<file path="src/rtl/riscv_seq_ctrl.sv">
// riscv_seq_ctrl
//   Sequencing controller for a tiny RV32 subset (ADDI, LUI, BEQ). It gathers
//   an instruction one byte at a time from a byte bus, little-endian. It then
//   decodes the opcode, steers the datapath compare and write-back, and
//   advances the program counter. Any unsupported opcode parks the block in
//   TRAP until reset.
//
// Ports
//   clk         in   1   single clock, rising edge
//   rst         in   1   synchronous active-high reset
//   byte_in     in   8   instruction byte from the byte bus
//   byte_valid  in   1   byte_in is valid
//   byte_ready  out  1   block accepts a byte this cycle (FETCH only)
//   instr       out  32  assembled instruction register
//   imm         in   32  sign-extended immediate decoded from instr
//   alu_zero    in   1   datapath rs1 - rs2 == 0
//   pc          out  32  program counter
//   alu_sub     out  1   datapath compare uses subtract (BEQ in EXEC)
//   wb_sel      out  1   write-back source: 0 = ALU (ADDI), 1 = imm (LUI)
//   rf_we       out  1   register-file write strobe (WB only, rd != 0)
//   state       out  3   current FSM state, debug
//   illegal     out  1   sticky unsupported-opcode flag
//
// State table
//   state  | meaning
//   FETCH  | accept bytes until four have been assembled into instr
//   DECODE | classify opcode: legal -> EXEC, otherwise -> TRAP
//   EXEC   | BEQ resolves the branch and returns to FETCH; ADDI/LUI go on to WB
//   WB     | register write strobe, pc + 4
//   TRAP   | frozen until reset, illegal held high

module riscv_seq_ctrl #(
    parameter logic [31:0] RESET_PC = 32'h0000_0000
) (
    input  logic        clk,
    input  logic        rst,
    input  logic [7:0]  byte_in,
    input  logic        byte_valid,
    output logic        byte_ready,
    output logic [31:0] instr,
    input  logic [31:0] imm,
    input  logic        alu_zero,
    output logic [31:0] pc,
    output logic        alu_sub,
    output logic        wb_sel,
    output logic        rf_we,
    output logic [2:0]  state,
    output logic        illegal
);

    typedef enum logic [2:0] {
        FETCH  = 3'd0,
        DECODE = 3'd1,
        EXEC   = 3'd2,
        WB     = 3'd3,
        TRAP   = 3'd4
    } state_e;

    localparam logic [6:0] OP_ADDI = 7'b0010011;
    localparam logic [6:0] OP_LUI  = 7'b0110111;
    localparam logic [6:0] OP_BEQ  = 7'b1100011;

    state_e      state_q, state_d;
    logic [1:0]  cnt_q, cnt_d;
    logic [31:0] instr_q, instr_d;
    logic [31:0] pc_q, pc_d;
    logic        illegal_q, illegal_d;

    logic [6:0]  opcode;
    logic        rd_zero;

    assign opcode  = instr_q[6:0];
    assign rd_zero = (instr_q[11:7] == 5'd0);

    always_comb begin
        state_d   = state_q;
        cnt_d     = cnt_q;
        instr_d   = instr_q;
        pc_d      = pc_q;
        illegal_d = illegal_q;
        unique case (state_q)
            FETCH: begin
                if (byte_valid) begin
                    instr_d[{cnt_q, 3'b000} +: 8] = byte_in;
                    cnt_d = cnt_q + 2'd1;
                    if (cnt_q == 2'd3) begin
                        state_d = DECODE;
                    end
                end
            end
            DECODE: begin
                if (opcode == OP_ADDI || opcode == OP_LUI || opcode == OP_BEQ) begin
                    state_d = EXEC;
                end else begin
                    state_d   = TRAP;
                    illegal_d = 1'b1;
                end
            end
            EXEC: begin
                if (opcode == OP_BEQ) begin
                    // Branch target is relative to the BEQ's own address.
                    pc_d    = alu_zero ? (pc_q + imm) : (pc_q + 32'd4);
                    state_d = FETCH;
                end else begin
                    state_d = WB;
                end
            end
            WB: begin
                pc_d    = pc_q + 32'd4;
                state_d = FETCH;
            end
            TRAP: begin
                state_d = TRAP;
            end
            default: begin
                state_d = TRAP;
            end
        endcase
    end

    always_ff @(posedge clk) begin
        if (rst) begin
            state_q   <= FETCH;
            cnt_q     <= 2'd0;
            instr_q   <= 32'd0;
            pc_q      <= RESET_PC;
            illegal_q <= 1'b0;
        end else begin
            state_q   <= state_d;
            cnt_q     <= cnt_d;
            instr_q   <= instr_d;
            pc_q      <= pc_d;
            illegal_q <= illegal_d;
        end
    end

    // Moore outputs: functions of the registered state and instruction only.
    assign byte_ready = (state_q == FETCH);
    assign alu_sub    = (state_q == EXEC) && (opcode == OP_BEQ);
    assign wb_sel     = (state_q == WB) && (opcode == OP_LUI);
    assign rf_we      = (state_q == WB) && !rd_zero;
    assign instr      = instr_q;
    assign pc         = pc_q;
    assign state      = state_q;
    assign illegal    = illegal_q;

endmodule

</file>
<file path="config.mk">
export PLATFORM = sky130hd
export DESIGN_NAME = riscv_seq_ctrl
export DESIGN_NICKNAME = d
export VERILOG_FILES = /design/src/rtl/riscv_seq_ctrl.sv
export SDC_FILE = /design/constraint.sdc
export NUM_CORES = 1
export LEC_CHECK = 0
export BUFFER_PORTS_ARGS = -buffer_cell sky130_fd_sc_hd__buf_2
export CELL_PAD_IN_SITES_DETAIL_PLACEMENT = 1
export CELL_PAD_IN_SITES_GLOBAL_PLACEMENT = 2
export CORE_ASPECT_RATIO = 0.5
export CORE_MARGIN = 3
export CORE_UTILIZATION = 31
export CTS_CLUSTER_SIZE = 10
export DETAILED_ROUTE_END_ITERATION = 8
export PLACE_DENSITY_LB_ADDON = 0.3
export SLEW_MARGIN = 0
export SYNTH_ARGS = -nofsm -noshare
export SYNTH_HDL_FRONTEND = slang
export SYNTH_SLANG_ARGS = --single-unit
</file>
<file path="constraint.sdc">
create_clock -name clk -period 3.8 [get_ports clk]
set_input_delay 0 -clock clk [delete_from_list [all_inputs] [get_ports clk]]
set_output_delay 0 -clock clk [all_outputs]
set_load 0.005 [all_outputs]
</file>
==> summary.log, run 1 <==
[outcome] status completed
[logic_synthesis] synthesized cell area 5080 sq um
[grt] maximum number of pins on one net before global-route repair 40
[worst_setup_path] Critical Path Fanout Max 4
[cells_and_area] final instance count without filler cells 1014
[clock_tree] Clock Root Buffer sky130_fd_sc_hd__clkbuf_16
[worst_setup_path] buffering stage count on the worst path with inverters included 2
[worst_setup_path] endpoint type of the worst setup path flip-flop
[logic_synthesis] library cells used by synthesis 72
[logic_synthesis] share of the synthesized area in compound gates (AO/OA/AOI/OAI) 28.1%
[clock_tree] number of hold-repair buffers added at the cts stage 8
[clock_tree] CTS clock-pin slew for the worst setup and hold paths 0.06 ns
[worst_setup_path] worst-case register-to-register setup slack 0.74 ns
[cells_and_area] area growth from synthesis to final layout 22.9%
[placed_design] number of placed instances with taps included 990
[drt] 1st-pass router iterations 4
[die] IO Pins 116
[grt] wire length of the first global-routing pass 28800 microns
[clock_tree] total setup buffers inserted after CTS 0
[logic_synthesis] register bit count reported by yosys 70
[flow_run] MaxCap Viol Count 0
[cells_and_area] Layout Nets 870
[logic_synthesis] Synth Area in XOR/XNOR 3.62%
[drt] detailed-route DRC error count 0
[power_and_ir_drop] cell area power density 295 nW/um^2
[min_path] hold-critical path depth 4
[logic_synthesis] ranking of synthesized cells by instance count sky130_fd_sc_hd__a21oi_1 (101), sky130_fd_sc_hd__dfxtp_1 (70), sky130_fd_sc_hd__nand2_1 (67), sky130_fd_sc_hd__nand3_1 (51), sky130_fd_sc_hd__nor2_1 (51)
[cells_and_area] area of all sequential standard cells 1400 sq um
[drt] antenna violation net count after detailed routing 0
[grt] global routing usage summed across all routing layers 19.7%
[logic_synthesis] Avg Cell Area, Syn 7.53 sq um
[logic_synthesis] number of flops mapped to enable cells by yosys 0
[timing] clock period minus final worst setup slack 3.06 ns
[timing] fmax 327 MHz
[timing] Setup Total Neg Slack 0 ns
[timing] worst rel slew slack 33.6%
[logic_synthesis] main area contributors after synthesis sky130_fd_sc_hd__dfxtp_1 (28%), sky130_fd_sc_hd__a21oi_1 (10%), sky130_fd_sc_hd__ha_1 (9.1%), sky130_fd_sc_hd__nand3_1 (5.0%), sky130_fd_sc_hd__nand2_1 (5.0%)
[worst_setup_path] Levels on crit path 13
[power_and_ir_drop] leakage component of the power 2.68 nW
[placed_design] weighted congestion reported at the end of routability-driven placement 0.836
[cells_and_area] fill cell instance count of the final layout 1994
[grt] global-route congestion overflow total 0
[drt] total routed wirelength 18000 microns
[clock_tree] Clock Sinks 70
[cells_and_area] total area of multi-input combinational cells 3480 sq um
[cells_and_area] share of cells above drive strength 1 21.2%
[worst_setup_path] Data required, critical path 4.03 ns
[clock_tree] clock latency of the later-clocked register in the worst-skew pair 0.34 ns
[clock_tree] Max clock buf depth 2
[timing] setup repair after global routing missed its margin no
[die] overall die area 18000 sq um
[timing] pin slew with the least headroom to its limit 0.992 ns
[worst_setup_path] CP peak stage delay 0.41 ns
[worst_setup_path] Register-to-Register Path Depth 13
[die] initial core utilization 32.4%
[timing] fraction of the cycle the final worst path needs 80.5%
[die] total core area 15700 sq um
[worst_setup_path] Critical Path AT 3.29 ns
[grt] antenna violations before repair 0
[timing] number of failing setup endpoints in the final timing report 0
[timing] total count of hold-check failures in the final report 0
[clock_tree] cells resized by post-CTS repair 0
[drt] detail-routed net length per standard cell 17.7 microns
[logic_synthesis] adder and majority cell fraction of the synthesized area 9.51%
[clock_tree] number of buffers created by CTS 9
[die] x dimension of the die 187 microns
[logic_synthesis] Yosys warnings 0
[logic_synthesis] Primary FF master, synth sky130_fd_sc_hd__dfxtp_1
[logic_synthesis] area leader, netlist sky130_fd_sc_hd__dfxtp_1
[timing] post-route clock skew 0.0153 ns
[worst_setup_path] series of cell instances along the critical path ha_1 -> inv_1 -> fa_1 -> inv_1 -> a21o_2 -> a21oi_1 -> o21a_1 -> o211a_1 -> nor2_4 -> a21oi_1 -> o21ba_2 -> or3_1 -> and3_1
[grt] vias in the first global route 5513
[worst_setup_path] startpoint kind of the worst setup timing path flip-flop
[die] vertical die dimension 96.5 microns
[worst_setup_path] worst setup path class reg -> reg
[worst_setup_path] Top Family by Delay on Critical Path compound AO/OA/AOI/OAI gates
[power_and_ir_drop] maximum VDD drop 0.174 mV
[clock_tree] number of H-tree levels 3
[logic_synthesis] area share of the largest cell type after synthesis 27.6%
[logic_synthesis] part of the Yosys area used for sequential elements 27.6%
[min_path] worst-case hold path end point pc[0]$_SDFFE_PP0P_
[logic_synthesis] synthesized net count 756
[logic_synthesis] cell count after synthesis 674
[logic_synthesis] mux contribution to synthesized area 1.01%
[clock_tree] CTS tree done
[min_path] start point of the worst hold path imm[0]
[drt] number of vias in the routed layout 5440
[logic_synthesis] post-synthesis simple-gate area fraction 26.2%
[logic_synthesis] proportion of register bits with asynchronous set or reset after synthesis 0%
[timing] Final Max Tran Viols 0
[power_and_ir_drop] total power consumption of the routed design 1.84 mW
[placed_design] number of input and output port buffers inserted 115
[drt] via-per-instance ratio 5.36
[min_path] worst min-delay path class in -> reg
[die] number of standard-cell rows in the floorplan 32
[cells_and_area] final antenna diode count 0
[logic_synthesis] count leader, synth sky130_fd_sc_hd__a21oi_1
[drt] Starting DRT DRC Count 279
[worst_setup_path] RR Endpoint pc[30]$_SDFFE_PP0P_
[worst_setup_path] origin of the critical flop-to-flop path pc[0]$_SDFFE_PP0P_
[placed_design] post-detail-place hpwl 13400 microns
[worst_setup_path] Critical Path Slowest Stage Cell sky130_fd_sc_hd__fa_1
[logic_synthesis] main combinational cell family by area after synthesis compound AO/OA/AOI/OAI gates
==> sequential cells by signal, indices dropped and copies added, names as in the netlist <==
register	count
cnt_q	2
pc	32
state	3
illegal	1
instr	32
==> tightest hold or removal path, delay by kind of cell <==
kind | cells | cell delay (ns)
AND/OR/NAND/NOR | 1 | 0.07
adder cells (fa/ha/maj) | 1 | 0.12
buffers and inverters | 1 | 0.09
multiplexers | 1 | 0.06
==> worst max-delay path by stage <==
stage                     endpoint  slack (ns)          startpoint
2_1_floorplan  pc[30]$_SDFFE_PP0P_        1.02  pc[0]$_SDFFE_PP0P_
3_3_place_gp   pc[30]$_SDFFE_PP0P_        0.85  pc[0]$_SDFFE_PP0P_
3_5_place_dp   pc[30]$_SDFFE_PP0P_        0.76  pc[0]$_SDFFE_PP0P_
4_1_cts        pc[30]$_SDFFE_PP0P_        0.71  pc[0]$_SDFFE_PP0P_
5_1_grt        pc[30]$_SDFFE_PP0P_        0.53  pc[0]$_SDFFE_PP0P_
6_report       pc[30]$_SDFFE_PP0P_        0.74  pc[0]$_SDFFE_PP0P_
==> cells in the final DEF (no fill, tap or decap), types with 14 or more instances in the layout <==
cell type                  Yosys  routed
sky130_fd_sc_hd__a211oi_1     17      17
sky130_fd_sc_hd__a21oi_1     101     101
sky130_fd_sc_hd__and3_1       22      22
sky130_fd_sc_hd__buf_2         0     115
sky130_fd_sc_hd__dfxtp_1      70      70
sky130_fd_sc_hd__ha_1         37      37
sky130_fd_sc_hd__inv_1        14      14
sky130_fd_sc_hd__nand2_1      67      67
sky130_fd_sc_hd__nand3_1      51      51
sky130_fd_sc_hd__nor2_1       51      51
sky130_fd_sc_hd__nor3_1       22      22
sky130_fd_sc_hd__o21ai_0      39      39
sky130_fd_sc_hd__xnor2_1      14      14
==> where the power goes <==
part           switching, mW  total (mW)  internal [mW]
sequential           0.00873       0.751          0.742
clock                  0.358       0.872          0.514
combinational          0.134       0.216         0.0814
==> cell type report <==
class                   count  area share (%)
well taps                 221            4.43
inverters                  14           0.842
flip-flops and latches     70            22.5
clock buffers              10            3.67
multi-input cells         560            55.7
repair buffers            133            11.7
clock inverters             6            1.14
==> stage by stage <==
| step | hold WS (ns) | area [sq um] | worst slack (ns) | util (%) |
|---|---|---|---|---|
| global placement | 0.319 | 5860 | 0.849 | 37.3 |
| CTS | 0.0319 | 6240 | 0.714 | 39.7 |
| finish | 0.0363 | 6240 | 0.742 | 39.7 |
| detailed placement | 0.329 | 5860 | 0.764 | 37.3 |
| global route | 0.0563 | 6240 | 0.530 | 39.7 |
| floorplan | 0.152 | 5080 | 1.02 | - |
==> kinds of logic after synthesis <==
logic type | count (synthesis)
AOI/OAI and AO/OA | 230
xor gates and xnor gates | 21
adders and majority gates | 38
buffers and inverters | 44
DFF | 70
muxes | 5
and+or+nand+nor | 266
==> per-layer routing <==
metal	wire length (microns)	track usage, %
met1	9200	26.9
met4	91	3.33
met3	889	4.90
met5	0	0
met2	7770	32.1
Note: power is estimated with default switching activity, not from simulation.
==> inputs of run 2 (changes only) <==
--- a/config.mk
+++ b/config.mk
@@ -10,7 +10,7 @@
 export CELL_PAD_IN_SITES_GLOBAL_PLACEMENT = 2
 export CORE_ASPECT_RATIO = 0.5
 export CORE_MARGIN = 3
-export CORE_UTILIZATION = 31
+export CORE_UTILIZATION = 28
 export CTS_CLUSTER_SIZE = 10
 export DETAILED_ROUTE_END_ITERATION = 8
 export PLACE_DENSITY_LB_ADDON = 0.3
==> constraint.sdc (replaced) <==
create_clock -name clk -period 2.8 [get_ports clk]
set_input_delay 0 -clock clk [delete_from_list [all_inputs] [get_ports clk]]
set_output_delay 0 -clock clk [all_outputs]
set_load 0.005 [all_outputs]
==> summary.log, run 2 (synthesis gave the netlist of run 1 again) <==
[outcome] status completed
[placed_design] instance area at placement 6180 sq um
[worst_setup_path] series of cell instances along the critical path ha_4 -> inv_1 -> fa_2 -> inv_2 -> a21o_2 -> a21oi_2 -> o21a_1 -> o211a_1 -> nor2_4 -> buf_4 -> buf_4 -> a41oi_2 -> o21a_1 -> o21ai_1 -> a21oi_1
[worst_setup_path] Critical Path Fanout Max 3
[clock_tree] Max clock buf depth 2
[timing] number of failing setup endpoints in the final timing report 0
[timing] post-route clock skew 0.00940 ns
[drt] WL met2 8540 microns
[placed_design] weighted congestion reported at the end of routability-driven placement 0.804
[drt] antenna violation net count after detailed routing 0
[timing] clock period minus final worst setup slack 2.68 ns
[die] IO Pins 116
[placed_design] post-detail-place hpwl 14400 microns
[clock_tree] clock latency of the later-clocked register in the worst-skew pair 0.34 ns
[drt] highest layer used for signal routing met4
[timing] total count of hold-check failures in the final report 0
[placed_design] number of input and output port buffers inserted 115
[cells_and_area] most common cell after layout, fill and taps aside sky130_fd_sc_hd__buf_2
[worst_setup_path] endpoint type of the worst setup path flip-flop
[die] vertical die dimension 101 microns
[drt] routed length on met3 814 microns
[timing] fraction of the cycle the final worst path needs 95.6%
[cells_and_area] area growth from synthesis to final layout 31.1%
[clock_tree] CTS clock-pin slew for the worst setup and hold paths 0.06 ns
[grt] global-route congestion overflow total 0
[worst_setup_path] buffering stage count on the worst path with inverters included 4
[die] number of standard-cell rows in the floorplan 34
[timing] final critical-path setup slack 0.124 ns
[timing] setup repair after global routing missed its margin yes
[grt] wire length of the first global-routing pass 29800 microns
[cells_and_area] share of cells above drive strength 1 26.4%
[drt] 1st-pass router iterations 4
[timing] fmax 374 MHz
[power_and_ir_drop] maximum VDD drop 0.292 mV
[placed_design] number of placed instances with taps included 1040
[clock_tree] number of H-tree levels 3
[min_path] worst min-delay path class in -> reg
[timing] worst rel slew slack 51.0%
[cells_and_area] Layout Nets 911
[drt] detail-routed net length per standard cell 17.8 microns
[cells_and_area] most frequent cells in the layout sky130_fd_sc_hd__buf_2 (115), sky130_fd_sc_hd__a21oi_1 (99), sky130_fd_sc_hd__dfxtp_1 (68), sky130_fd_sc_hd__nand2_1 (67)
[worst_setup_path] Data required, critical path 2.99 ns
[grt] antenna violations before repair 0
[worst_setup_path] Critical Path Slowest Stage Cell sky130_fd_sc_hd__fa_2
[die] total core area 17600 sq um
[worst_setup_path] Top Family by Delay on Critical Path compound AO/OA/AOI/OAI gates
[drt] number of vias in the routed layout 5631
[cells_and_area] final instance count without filler cells 1067
[clock_tree] number of buffers created by CTS 9
[worst_setup_path] worst setup path class reg -> reg
[cells_and_area] final standard cell utilization of the core 37.9%
[power_and_ir_drop] leakage component of the power 2.91 nW
[clock_tree] CTS tree done
[worst_setup_path] CP peak stage delay 0.37 ns
[placed_design] pre-CTS WS -0.0876 ns
[cells_and_area] final antenna diode count 0
[timing] Final Max Tran Viols 0
[timing] pin slew with the least headroom to its limit 0.735 ns
[clock_tree] Clock Root Buffer sky130_fd_sc_hd__clkbuf_16
[drt] Starting DRT DRC Count 202
[cells_and_area] Layout Cell Area excl Fill 6660 sq um
[flow_run] MaxCap Viol Count 0
[die] initial core utilization 28.9%
[power_and_ir_drop] cell area power density 373 nW/um^2
[drt] via-per-instance ratio 5.28
[grt] maximum number of pins on one net before global-route repair 45
[worst_setup_path] startpoint kind of the worst setup timing path flip-flop
[die] overall die area 19900 sq um
[drt] wl on met1 9460 microns
[timing] Setup Total Neg Slack 0 ns
[drt] detailed-route DRC error count 0
[die] x dimension of the die 196 microns
[clock_tree] Clock Sinks 70
[grt] vias in the first global route 5669
[grt] global routing usage summed across all routing layers 18.7%
[drt] total routed wirelength 19000 microns
[worst_setup_path] Critical Path AT 2.87 ns
[run 2: per-layer routing]
metal  GRT usage (%)  up-vias
met4            3.67        0
met2            31.0       83
li1                -     2806
met5               0        -
met3            4.69       12
met1            25.0     2730
[run 2: path summary, 6_finish.rpt]
path,end,depth (start not counted),startpoint,slack [ns]
worst max-delay path,pc[18]$_SDFFE_PP0P_,15,pc[0]$_SDFFE_PP0P_,0.12
worst min-delay path,state[1]$_SDFFE_PP0P_,3,byte_valid,0.05
worst max register to register,pc[18]$_SDFFE_PP0P_,15,pc[0]$_SDFFE_PP0P_,0.12
worst min register to register,instr[26]$_SDFFE_PP0P_,2,instr[26]$_SDFFE_PP0P_,0.45
[run 2: report_power, final]
part	leakage [nW]	internal [mW]	switching [mW]
registers	0.565	1.01	0.0121
logic	2.20	0.126	0.190
clock network	0.139	0.685	0.466
[run 2: metrics by stage]
step	power, mW	hold slack (ns)
floorplan	1.22	0.152
global placement	1.34	0.318
detailed placement	1.34	0.327
CTS	2.52	0.0328
global route	2.61	0.0673
finish	2.49	0.0480
[run 2: worst reg2reg max path, cell delays in order (launching register included)]
cell and delay [ns]:
sky130_fd_sc_hd__dfxtp_2 0.35, sky130_fd_sc_hd__ha_4 0.13, sky130_fd_sc_hd__inv_1 0.05, sky130_fd_sc_hd__fa_2 0.37, sky130_fd_sc_hd__inv_2 0.06, sky130_fd_sc_hd__a21o_2 0.12
sky130_fd_sc_hd__a21oi_2 0.06, sky130_fd_sc_hd__o21a_1 0.22, sky130_fd_sc_hd__o211a_1 0.26, sky130_fd_sc_hd__nor2_4 0.16, sky130_fd_sc_hd__buf_4 0.12, sky130_fd_sc_hd__buf_4 0.11
sky130_fd_sc_hd__a41oi_2 0.12, sky130_fd_sc_hd__o21a_1 0.21, sky130_fd_sc_hd__o21ai_1 0.11, sky130_fd_sc_hd__a21oi_1 0.07
[run 2: final cells by class]
class                      instances  area [sq um]
fill                            2194         10900
multi-input combinational        560          3560
sequential                        70          1400
timing repair buffer             174          1060
tap                              234           293
clock buffer                      11           233
inverter                          14          52.6
clock inverter                     4          48.8
[run 2: timing repair]
action / in CTS / in global routing
hold endpoints to repair: 26 / 0
setup endpoints to repair: 2 / 11
pin swaps: 3 / 15
hold buffers: 8 / 0
gates resized for setup: 2 / 18
gates cloned: 0 / 0
setup buffers: 2 / 2
